**config.mk**
```make
export PLATFORM = sky130hd
export DESIGN_NAME = track_hit_collector
export DESIGN_NICKNAME = d
export VERILOG_FILES = /design/src/rtl/pca_fit_pkg.sv /design/src/rtl/hit_bank.sv /design/src/rtl/track_hit_collector.sv
export SDC_FILE = /design/constraint.sdc
export NUM_CORES = 1
export LEC_CHECK = 0
export ABC_AREA = 1
export CAP_MARGIN = 25
export CORE_UTILIZATION = 54
export DETAILED_ROUTE_END_ITERATION = 6
export GPL_TIMING_DRIVEN = 0
export PLACE_DENSITY = 0.76
export SKIP_LAST_GASP = 1
export SLEW_MARGIN = 5
export SYNTH_ARGS = -nofsm -noshare
export SYNTH_HDL_FRONTEND = slang
export SYNTH_SLANG_ARGS = --single-unit
```
**constraint.sdc**
```tcl
create_clock -name clk -period 2.4 [get_ports clk]
set_clock_uncertainty 0.15 [all_clocks]
set_input_delay 0.24 -clock clk [delete_from_list [all_inputs] [get_ports clk]]
set_output_delay 0.24 -clock clk [all_outputs]
set_load 0.05 [all_outputs]
```
**src/rtl/pca_fit_pkg.sv**
```systemverilog
// Shared types for the track hit collector: geometry constants, hit triple and read-FSM states.
package pca_fit_pkg;

    localparam int NLAYERS = 6;
    localparam int COORD_W = 8;

    typedef logic [2:0] layer_t;

    typedef struct packed {
        logic [COORD_W-1:0] x;
        logic [COORD_W-1:0] y;
        logic [COORD_W-1:0] z;
    } hit_t;

    typedef enum logic [1:0] {
        RD_IDLE  = 2'd0,
        RD_BURST = 2'd1,
        RD_GAP   = 2'd2
    } rd_state_e;

endpackage

```
**src/rtl/hit_bank.sv**
```systemverilog
// One track buffer: NLAYERS hit triples plus a per-layer fill mask.
// Write port is synchronous; read port is combinational.
module hit_bank
    import pca_fit_pkg::*;
(
    input  logic               clk,
    input  logic               reset,
    input  logic               wr_en_i,
    input  layer_t             wr_layer_i,
    input  hit_t               wr_data_i,
    input  logic               mask_clr_i,
    output logic [NLAYERS-1:0] mask_o,
    input  layer_t             rd_idx_i,
    output hit_t               rd_data_o
);

    hit_t               entry [NLAYERS];
    logic [NLAYERS-1:0] mask_q;

    // Clear wins over set so an eot hit leaves the mask empty for the next track.
    always_ff @(posedge clk or negedge reset) begin
        if (!reset) begin
            mask_q <= '0;
        end else if (mask_clr_i) begin
            mask_q <= '0;
        end else if (wr_en_i) begin
            mask_q[wr_layer_i] <= 1'b1;
        end
    end

    for (genvar gi = 0; gi < NLAYERS; gi++) begin : g_entry
        hit_t entry_q;

        always_ff @(posedge clk) begin
            if (wr_en_i && (wr_layer_i == layer_t'(gi))) begin
                entry_q <= wr_data_i;
            end
        end

        assign entry[gi] = entry_q;
    end

    assign mask_o    = mask_q;
    assign rd_data_o = entry[rd_idx_i];

endmodule

```
**src/rtl/track_hit_collector.sv**
```systemverilog
// Assembles per-layer hits into complete tracks in a ping-pong pair of banks and
// streams each finished track to the fitter as one contiguous NLAYERS-beat burst.
module track_hit_collector
    import pca_fit_pkg::*;
#(
    parameter int GAP   = 2,
    parameter int CNT_W = 8
) (
    input  logic               clk,
    input  logic               reset,
    input  logic               hit_valid,
    output logic               hit_ready,
    input  logic [2:0]         hit_layer,
    input  logic [COORD_W-1:0] hit_x,
    input  logic [COORD_W-1:0] hit_y,
    input  logic [COORD_W-1:0] hit_z,
    input  logic               hit_eot,
    output logic               dv_out_0,
    output logic [COORD_W-1:0] data_out_x_0,
    output logic [COORD_W-1:0] data_out_y_0,
    output logic [COORD_W-1:0] data_out_z_0,
    output logic [CNT_W-1:0]   drop_cnt,
    output logic [CNT_W-1:0]   bad_layer_cnt,
    output logic [CNT_W-1:0]   dup_cnt
);

    localparam int GAP_W = (GAP > 1) ? $clog2(GAP) : 1;

    logic                    wr_bank_q, wr_bank_d;
    logic                    rd_bank_q;
    logic [1:0]              full_q, full_d;
    rd_state_e               state_q;
    layer_t                  idx_q;
    logic [GAP_W-1:0]        gap_q;
    logic                    dv_q;
    hit_t                    out_q;
    logic [CNT_W-1:0]        drop_q, bad_q, dup_q;

    logic                    xfer, legal, dup_hit, complete, dropped, last_beat, bypass;
    logic [NLAYERS-1:0]      hit_onehot, cur_mask, new_mask;
    logic [1:0][NLAYERS-1:0] bank_mask;
    hit_t [1:0]              bank_rd;
    hit_t                    hit_in, rd_data;
    layer_t                  rd_idx;

    assign hit_ready = reset & ~full_q[wr_bank_q];
    assign xfer      = hit_valid & hit_ready;
    assign legal     = int'(hit_layer) < NLAYERS;
    assign hit_in    = '{x: hit_x, y: hit_y, z: hit_z};

    always_comb begin
        hit_onehot = '0;
        if (legal) begin
            hit_onehot[hit_layer] = 1'b1;
        end
    end

    assign cur_mask = bank_mask[wr_bank_q];
    assign new_mask = cur_mask | hit_onehot;
    assign dup_hit  = xfer & |(cur_mask & hit_onehot);
    assign complete = xfer & hit_eot & (&new_mask);
    assign dropped  = xfer & hit_eot & ~(&new_mask);

    for (genvar gi = 0; gi < 2; gi++) begin : g_bank
        hit_bank u_bank (
            .clk        (clk),
            .reset      (reset),
            .wr_en_i    (xfer & legal & (wr_bank_q == 1'(gi))),
            .wr_layer_i (hit_layer),
            .wr_data_i  (hit_in),
            .mask_clr_i (xfer & hit_eot & (wr_bank_q == 1'(gi))),
            .mask_o     (bank_mask[gi]),
            .rd_idx_i   (rd_idx),
            .rd_data_o  (bank_rd[gi])
        );
    end

    // Beat 0 can launch in the same cycle the eot hit lands, so forward that hit past the bank.
    assign rd_idx    = (state_q == RD_BURST) ? idx_q : '0;
    assign bypass    = xfer & legal & (wr_bank_q == rd_bank_q) & (hit_layer == rd_idx);
    assign rd_data   = bypass ? hit_in : bank_rd[rd_bank_q];
    assign last_beat = (state_q == RD_BURST) && (idx_q == layer_t'(NLAYERS - 1));

    always_comb begin
        full_d = full_q;
        if (last_beat) begin
            full_d[rd_bank_q] = 1'b0;
        end
        if (complete) begin
            full_d[wr_bank_q] = 1'b1;
        end
        wr_bank_d = complete ? ~wr_bank_q : wr_bank_q;
    end

    always_ff @(posedge clk or negedge reset) begin
        if (!reset) begin
            full_q    <= '0;
            wr_bank_q <= 1'b0;
            drop_q    <= '0;
            bad_q     <= '0;
            dup_q     <= '0;
        end else begin
            full_q    <= full_d;
            wr_bank_q <= wr_bank_d;
            if (dropped && (drop_q != '1)) drop_q <= drop_q + 1'b1;
            if (xfer && !legal && (bad_q != '1)) bad_q <= bad_q + 1'b1;
            if (dup_hit && (dup_q != '1)) dup_q <= dup_q + 1'b1;
        end
    end

    // Read FSM: IDLE emits beat 0 itself, BURST emits beats 1..NLAYERS-1, GAP idles the link.
    always_ff @(posedge clk or negedge reset) begin
        if (!reset) begin
            state_q   <= RD_IDLE;
            idx_q     <= '0;
            gap_q     <= '0;
            dv_q      <= 1'b0;
            out_q     <= '0;
            rd_bank_q <= 1'b0;
        end else begin
            case (state_q)
                RD_IDLE: begin
                    if (full_d[rd_bank_q]) begin
                        dv_q    <= 1'b1;
                        out_q   <= rd_data;
                        idx_q   <= layer_t'(1);
                        state_q <= RD_BURST;
                    end else begin
                        dv_q <= 1'b0;
                    end
                end
                RD_BURST: begin
                    dv_q  <= 1'b1;
                    out_q <= rd_data;
                    if (last_beat) begin
                        rd_bank_q <= ~rd_bank_q;
                        idx_q     <= '0;
                        gap_q     <= '0;
                        state_q   <= (GAP == 0) ? RD_IDLE : RD_GAP;
                    end else begin
                        idx_q <= idx_q + 3'd1;
                    end
                end
                RD_GAP: begin
                    dv_q <= 1'b0;
                    if (gap_q == GAP_W'(GAP - 1)) begin
                        state_q <= RD_IDLE;
                    end else begin
                        gap_q <= gap_q + GAP_W'(1);
                    end
                end
                default: begin
                    dv_q    <= 1'b0;
                    state_q <= RD_IDLE;
                end
            endcase
        end
    end

    assign dv_out_0      = dv_q;
    assign data_out_x_0  = out_q.x;
    assign data_out_y_0  = out_q.y;
    assign data_out_z_0  = out_q.z;
    assign drop_cnt      = drop_q;
    assign bad_layer_cnt = bad_q;
    assign dup_cnt       = dup_q;

endmodule

```
# Word level (Yosys, flattened, before mapping)
# Index checks and enable logic that the tools add are counted.
[classes]
n_addsub = 5
magnitude_cmp = 8
eq_ne = 16
n_mux = 43
bitwise_logic = 25
n_reduce_logical = 33
[op_table]
columns = ["cell", "count"]
rows = [
  ["$mux 24", 8],
  ["$bmux 24 s3", 2],
  ["$pmux 24 s2", 1],
  ["$mux 6", 7],
  ["$add 8x1->8 const B", 3],
  ["$ne 8x8->1 const B", 3],
  ["$logic_and 1x1->1", 20],
  ["$or 6x6->6", 3],
  ["$and 1x1->1", 13],
  ["$mux 1", 10],
  ["$mux 2", 5],
  ["$eq 3x3->1 const B", 3],
  ["$mux 3", 3],
  ["$reduce_bool 2->1", 4],
  ["$and 6x6->6", 1],
  ["$eq 3x2->1 const B", 2],
  ["$ne 2x2->1 const B", 3],
  ["$pmux 2 s3", 1],
  ["$pmux 3 s2", 1],
  ["$reduce_and 2->1", 3],
  ["$reduce_and 6->1", 1],
  ["$reduce_or 6->1", 1],
  ["$ge 4x4->1 const B", 1],
  ["$lt 1x2->1 const B", 2],
  ["other kinds (23)", 29],
]
[totals]
register_bits = 359
in_bits = 31

# Logic depth before layout (Yosys ltp)
[depth]
depth_word = 13
ltp_mapped = 14
mapped_depth_nobuf = 12

# Hierarchy
# From an unflattened synthesis, not the netlist that was laid out.
[hier_totals]
cells_unflattened = 1656
area_unflattened_um2 = 16572.1
[by_module_without_submodules]
columns = ["module", "n_inst", "cells_each", "area_per_inst_um2", "seq_area_each_um2"]
rows = [
  ["hit_bank", 2, 571, 6378.6, 4474.3],
  ["track_hit_collector", 1, 514, 3814.9, 1476.4],
]

# Worst setup path before layout
# OpenSTA, ideal clock, no wires.
[synth_path]
path_type = "register to register"
from = "reg wr_bank_q"
to = "reg g_bank[0].u_bank.g_entry[5].entry_q (netlist bit g_bank[0].u_bank.entry[0]) (enable)"
setup_ns = 0.406
arrival_ns = 2.388
setup_slack_ns = -0.544
stages_incl_launch_ff = 8
path_buffers = 0
cell_sequence = "dfrtp_1 > nand2_1 > nand2_1 > nor2_4 > nand2_1 > nor2_2 > nand2_1 > nor2_1"
[synth_via]
elab_chain_len = 8
elab_cells_between_ends = 9
[synth_rtl]
columns = ["item", "line_no", "source"]
rows = [
  ["start, declared", "track_hit_collector.sv:29", "logic wr_bank_q, wr_bank_d;"],
  ["start signal, assigned", "track_hit_collector.sv:104", "wr_bank_q <= wr_bank_d;"],
  ["$mux 1 (not written as such) (2 in series)", "track_hit_collector.sv:46", "assign hit_ready = reset & ~full_q[wr_bank_q];"],
  ["$not 1->1", "track_hit_collector.sv:46", ""],
  ["$and 1x1->1", "track_hit_collector.sv:46", ""],
  ["via hit_ready", "track_hit_collector.sv:12", "output logic hit_ready,"],
  ["$and 1x1->1", "track_hit_collector.sv:47", "assign xfer = hit_valid & hit_ready;"],
  ["$and 1x1->1 (2 in series)", "track_hit_collector.sv:68", ".wr_en_i (xfer & legal & (wr_bank_q == 1'(gi))),"],
  ["$logic_and 1x1->1", "hit_bank.sv:35", "if (wr_en_i && (wr_layer_i == layer_t'(gi))) begin"],
  ["end signal, assigned", "hit_bank.sv:36", "entry_q <= wr_data_i;"],
  ["end, declared", "hit_bank.sv:32", "hit_t entry_q;"],
]
# The timed path passes the listed nets, and every way through them passes these cells. The select of a mux whose other input is x is not followed.
# A chain may end at the register's enable or synchronous reset.

# Worst setup path in the final report
[layout_path]
from = "reg idx_q[0]"
to = "reg out_q (netlist bit data_out_x_0[2])"
[layout_via]
elab_chain_len = 10
elab_cells_between_ends = 24
[layout_rtl]
columns = ["item", "line_no", "source"]
rows = [
  ["start, declared", "track_hit_collector.sv:33", "layer_t idx_q;"],
  ["start signal, assigned", "track_hit_collector.sv:126", "idx_q <= layer_t'(1);"],
  ["start signal, assigned", "track_hit_collector.sv:141", "idx_q <= idx_q + 3'd1;"],
  ["$mux 3", "track_hit_collector.sv:79", "assign rd_idx = (state_q == RD_BURST) ? idx_q : '0;"],
  ["$not 3->4 (not written as such)", "hit_bank.sv:44", "assign rd_data_o = entry[rd_idx_i];"],
  ["$bmux 24 s3", "hit_bank.sv:44", ""],
  ["$mux 24 (not written as such) (2 in series)", "hit_bank.sv:44", ""],
  ["$mux 24 (not written as such) (2 in series)", "track_hit_collector.sv:81", "assign rd_data = bypass ? hit_in : bank_rd[rd_bank_q];"],
  ["$mux 24", "track_hit_collector.sv:81", ""],
  ["$mux 24", "track_hit_collector.sv:123", "if (full_d[rd_bank_q]) begin"],
  ["$pmux 24 s2", "track_hit_collector.sv:121", "case (state_q)"],
  ["end signal, assigned", "track_hit_collector.sv:125", "out_q <= rd_data;"],
  ["end signal, assigned", "track_hit_collector.sv:134", "out_q <= rd_data;"],
  ["end, declared", "track_hit_collector.sv:36", "hit_t out_q;"],
]
# Several ways; a longest one is shown, not always the timed one. The select of a mux whose other input is x is not followed.

==> results.toml <==
[run_status]
outcome = "finished with violations"
failed_checks = "setup timing"

[cells_and_area]
areaGrowthSynthToFinish_pct = 22.9
multi_input_area_um2 = 4840
instances_no_fill = 2173
drive_gt1_frac = 0.141
fillers = 2012
insertedDiodeCount = 0
fin_util = 0.675
fin_nets = 1796
regArea_um2 = 10400

[worst_setup_path]
cp.depth = 13
cp_data_required_time_ps = 2730
r2r_slack_ps = -230
crit_chain = "buf_6, nand3_1, buf_6, nand2_1, nand2_1, nor2_2, nand3_4, buf_4, nand2_1, nor2_1, nor2_2, nand3_1, nand2_1"
worstSetupEndpoint = "data_out_x_0[2]"
cp_slowest_cell = "dfrtp_1"
crit_family = "simple AND/OR/NAND/NOR gates"
path_max_fanout = 10
critPathKind = "reg2reg"
max_stage_delay_ps = 410
crit_path_frequent_cell = "nand2_1"
end_kind = "flip-flop"
cp-start-kind = "flip-flop"
critPathArrivalTime_ps = 2960
reg2regPathDepth = 13
reg2reg_from = "idx_q[0]"
crit_buf_inv = 3
r2r_end = "data_out_x_0[2]"
setup.worst_path.start = "idx_q[0]"

[synth]
yosys_warnings = 0
synth-seq-cells = 359
seq_area_frac_synth = 0.659
synth.distinct_cells = 31
synthArstFlopShare = 0.198
synth_common_cells = "nand2_1 (382), nor2_1 (321), edfxtp_1 (288)"
avgSynthCellArea_um2 = 10.0
synth_edf_count = 288
synth_nets = 1618
synth_cells = 1582
synth_top_area_frac = 0.547
synthTopCellsByArea = "edfxtp_1 (55%), dfrtp_1 (11%), nand2_1 (9.1%), nor2_1 (7.6%), nand3_1 (5.7%)"
synth_ff_type = "edfxtp_1"
synth_area_leader_cell = "edfxtp_1"
synth.most_common_cell = "nand2_1"
syn_area_um2 = 15800

[clock_network]
cts_tree = "yes"
clock-sinks = 359
clk_pin_slew_ps = 70
h-tree-depth = 2
clk_latency_ps = 550
cts_root_buf = "clkbuf_16"
clk_path_buf_depth = 3
numCtsBuffers = 37

[sta]
setup_viol = 17
setup_ws_ps = -234
max_freq_ghz = 0.380
timing.final.crit_period_ps = 2630
maxSlewViolCount = 0
slew-limit-headroom = 0.417
worst_pin_slew_ps = 875
whs_ps = 195
fin_crit_sh = 1.10
setup-tns-final_ps = -908
finalHoldViolations = 0

[grt]
grt_max_degree = 68
grt_pass1_vias = 12400
grt_antenna_before_repair = 1
grt_pass1_wl_mm = 70.2
grt_use_total = 0.312
grt.overflow.total = 0

[floorplanning]
io_pins = 81
die_y_um = 173
dieArea_um2 = 30000
core_um2 = 28800
initial_core_util = 0.550
rows = 62
dieWidth_um = 173

[route]
post-route-drc-count = 0
drt_iter0_drc = 2113
drtAntennaViolNets = 0
wl_mm = 48.0
vias_per_cell = 5.81
drt-pass1-iter-count = 7
num_vias = 12600
routedWlPerCell_um = 22.1

[place]
dp_hpwl_mm = 26.7
globalplace.congestion = 0.891
placed_cells = 2050
io_buffers = 80

[power]
p_leak_nw = 8.37
pwr_density_cell_nw_per_um2 = 793
peakVddDrop_v = 0.000535
finalPower_w = 0.0154

[run]
cap_violations = 0

[worst_hold_path]
hold_class = "in2reg"
kinds of logic after synthesis:
family	Yosys count	synth area share
AOI/OAI and AO/OA	38	0.0125
and+or+nand+nor	942	0.252
DFF	359	0.659
xor gates and xnor gates	23	0.0127
buffers and inverters	212	0.0573
adders and majority gates	5	0.00395
muxes	3	0.00214
layout make-up:
cell class | count | area share
Buffer | 79 | 0.0272
Clock inverter | 21 | 0.00895
Tap cell | 384 | 0.0247
Multi-Input combinational cell | 1020 | 0.249
Clock buffer | 47 | 0.0534
Timing Repair Buffer | 130 | 0.0738
Inverter | 133 | 0.0263
Sequential cell | 359 | 0.537
worst min path at each step:
stage | cells after the start | end | startpoint
after CTS | 4 | wr_bank_q | hit_eot
after global routing | 5 | bad_layer_cnt[4] | hit_layer[2]
after global placement | 2 | gap_q | gap_q
final | 5 | bad_layer_cnt[4] | hit_layer[2]
after detailed placement | 1 | data_out_z_0[3] | reset
after floorplan | 0 | bad_layer_cnt[0] | reset
stage by stage:
stage	worst slack, ps	cell area (um^2)
floorplan	-215	15800
global placement	-3790	17100
detailed placement	-760	17300
CTS	4.02	19200
global route	-237	19400
finish	-234	19400
sequential cells by signal, indices dropped and copies added (netlist names):
| signal | flops |
|---|---|
| bad_layer_cnt | 8 |
| data_out_x_0 | 8 |
| data_out_y_0 | 8 |
| data_out_z_0 | 8 |
| drop_cnt | 8 |
| dup_cnt | 8 |
| dv_out_0 | 1 |
| full_q | 2 |
| g_bank.u_bank.entry | 288 |
| g_bank.u_bank.mask_o | 12 |
| gap_q | 1 |
| idx_q | 3 |
| rd_bank_q | 1 |
| state_q | 2 |
| wr_bank_q | 1 |
metal layers:
| layer | up-vias | global-route usage | part of all wire |
|---|---|---|---|
| met3 | 236 | 0.0794 | 0.13 |
| met2 | 944 | 0.493 | 0.46 |
| met5 | - | 0 | 0.0011 |
| met4 | 2 | 0.173 | 0.062 |
| li1 | 5560 | - | - |
| met1 | 5886 | 0.396 | 0.35 |
cell usage in the layout (no fill, tap or decap), types with 3 or more instances in the layout:
cell type,count
clkbuf_2,14
clkbuf_4,9
clkinv_2,5
nor2_2,14
inv_2,5
nor3_1,3
nand4_1,29
nand2_4,3
nand3_1,172
clkbuf_16,40
buf_2,18
nor2_1,296
dlygate4sd3_1,3
clkbuf_1,18
buf_12,12
o21ai_0,28
xor2_1,12
nand2_1,379
mux2_2,3
ha_1,5
dfrtp_2,3
buf_4,41
buf_16,5
nor2_4,27
buf_6,13
nand3_4,7
xnor2_1,11
dfrtp_1,68
inv_1,125
clkdlybuf4s50_1,76
edfxtp_1,288
bufinv_16,3
clkinv_1,11
nand3_2,18
worst register-to-register path, cell delays in order (launching register included):
cell and delay (ps):
dfrtp_1 410, buf_6 170, nand3_1 180, buf_6 200
nand2_1 80, nand2_1 120, nor2_2 170, nand3_4 120
buf_4 210, nand2_1 80, nor2_1 50, nor2_2 250
nand3_1 250, nand2_1 130
where the power goes:
group	total, W	internal [W]	leakage (nW)	switching (W)
Sequential	0.00722	0.00699	3.50	0.000239
Clock	0.00581	0.00338	0.595	0.00243
Combinational	0.00238	0.000745	4.27	0.00163
Total	0.0154	0.0111	8.37	0.00430
repair_timing:
item                       CTS  global route
hold endpoints to repair    71             0
setup endpoints to repair  324           105
hold buffers                 4             0
gates cloned                 9             0
gates resized for setup     51            77
pin swaps                   22             4
buffers inserted            36             6
Note: power is estimated with default switching activity, not from simulation.
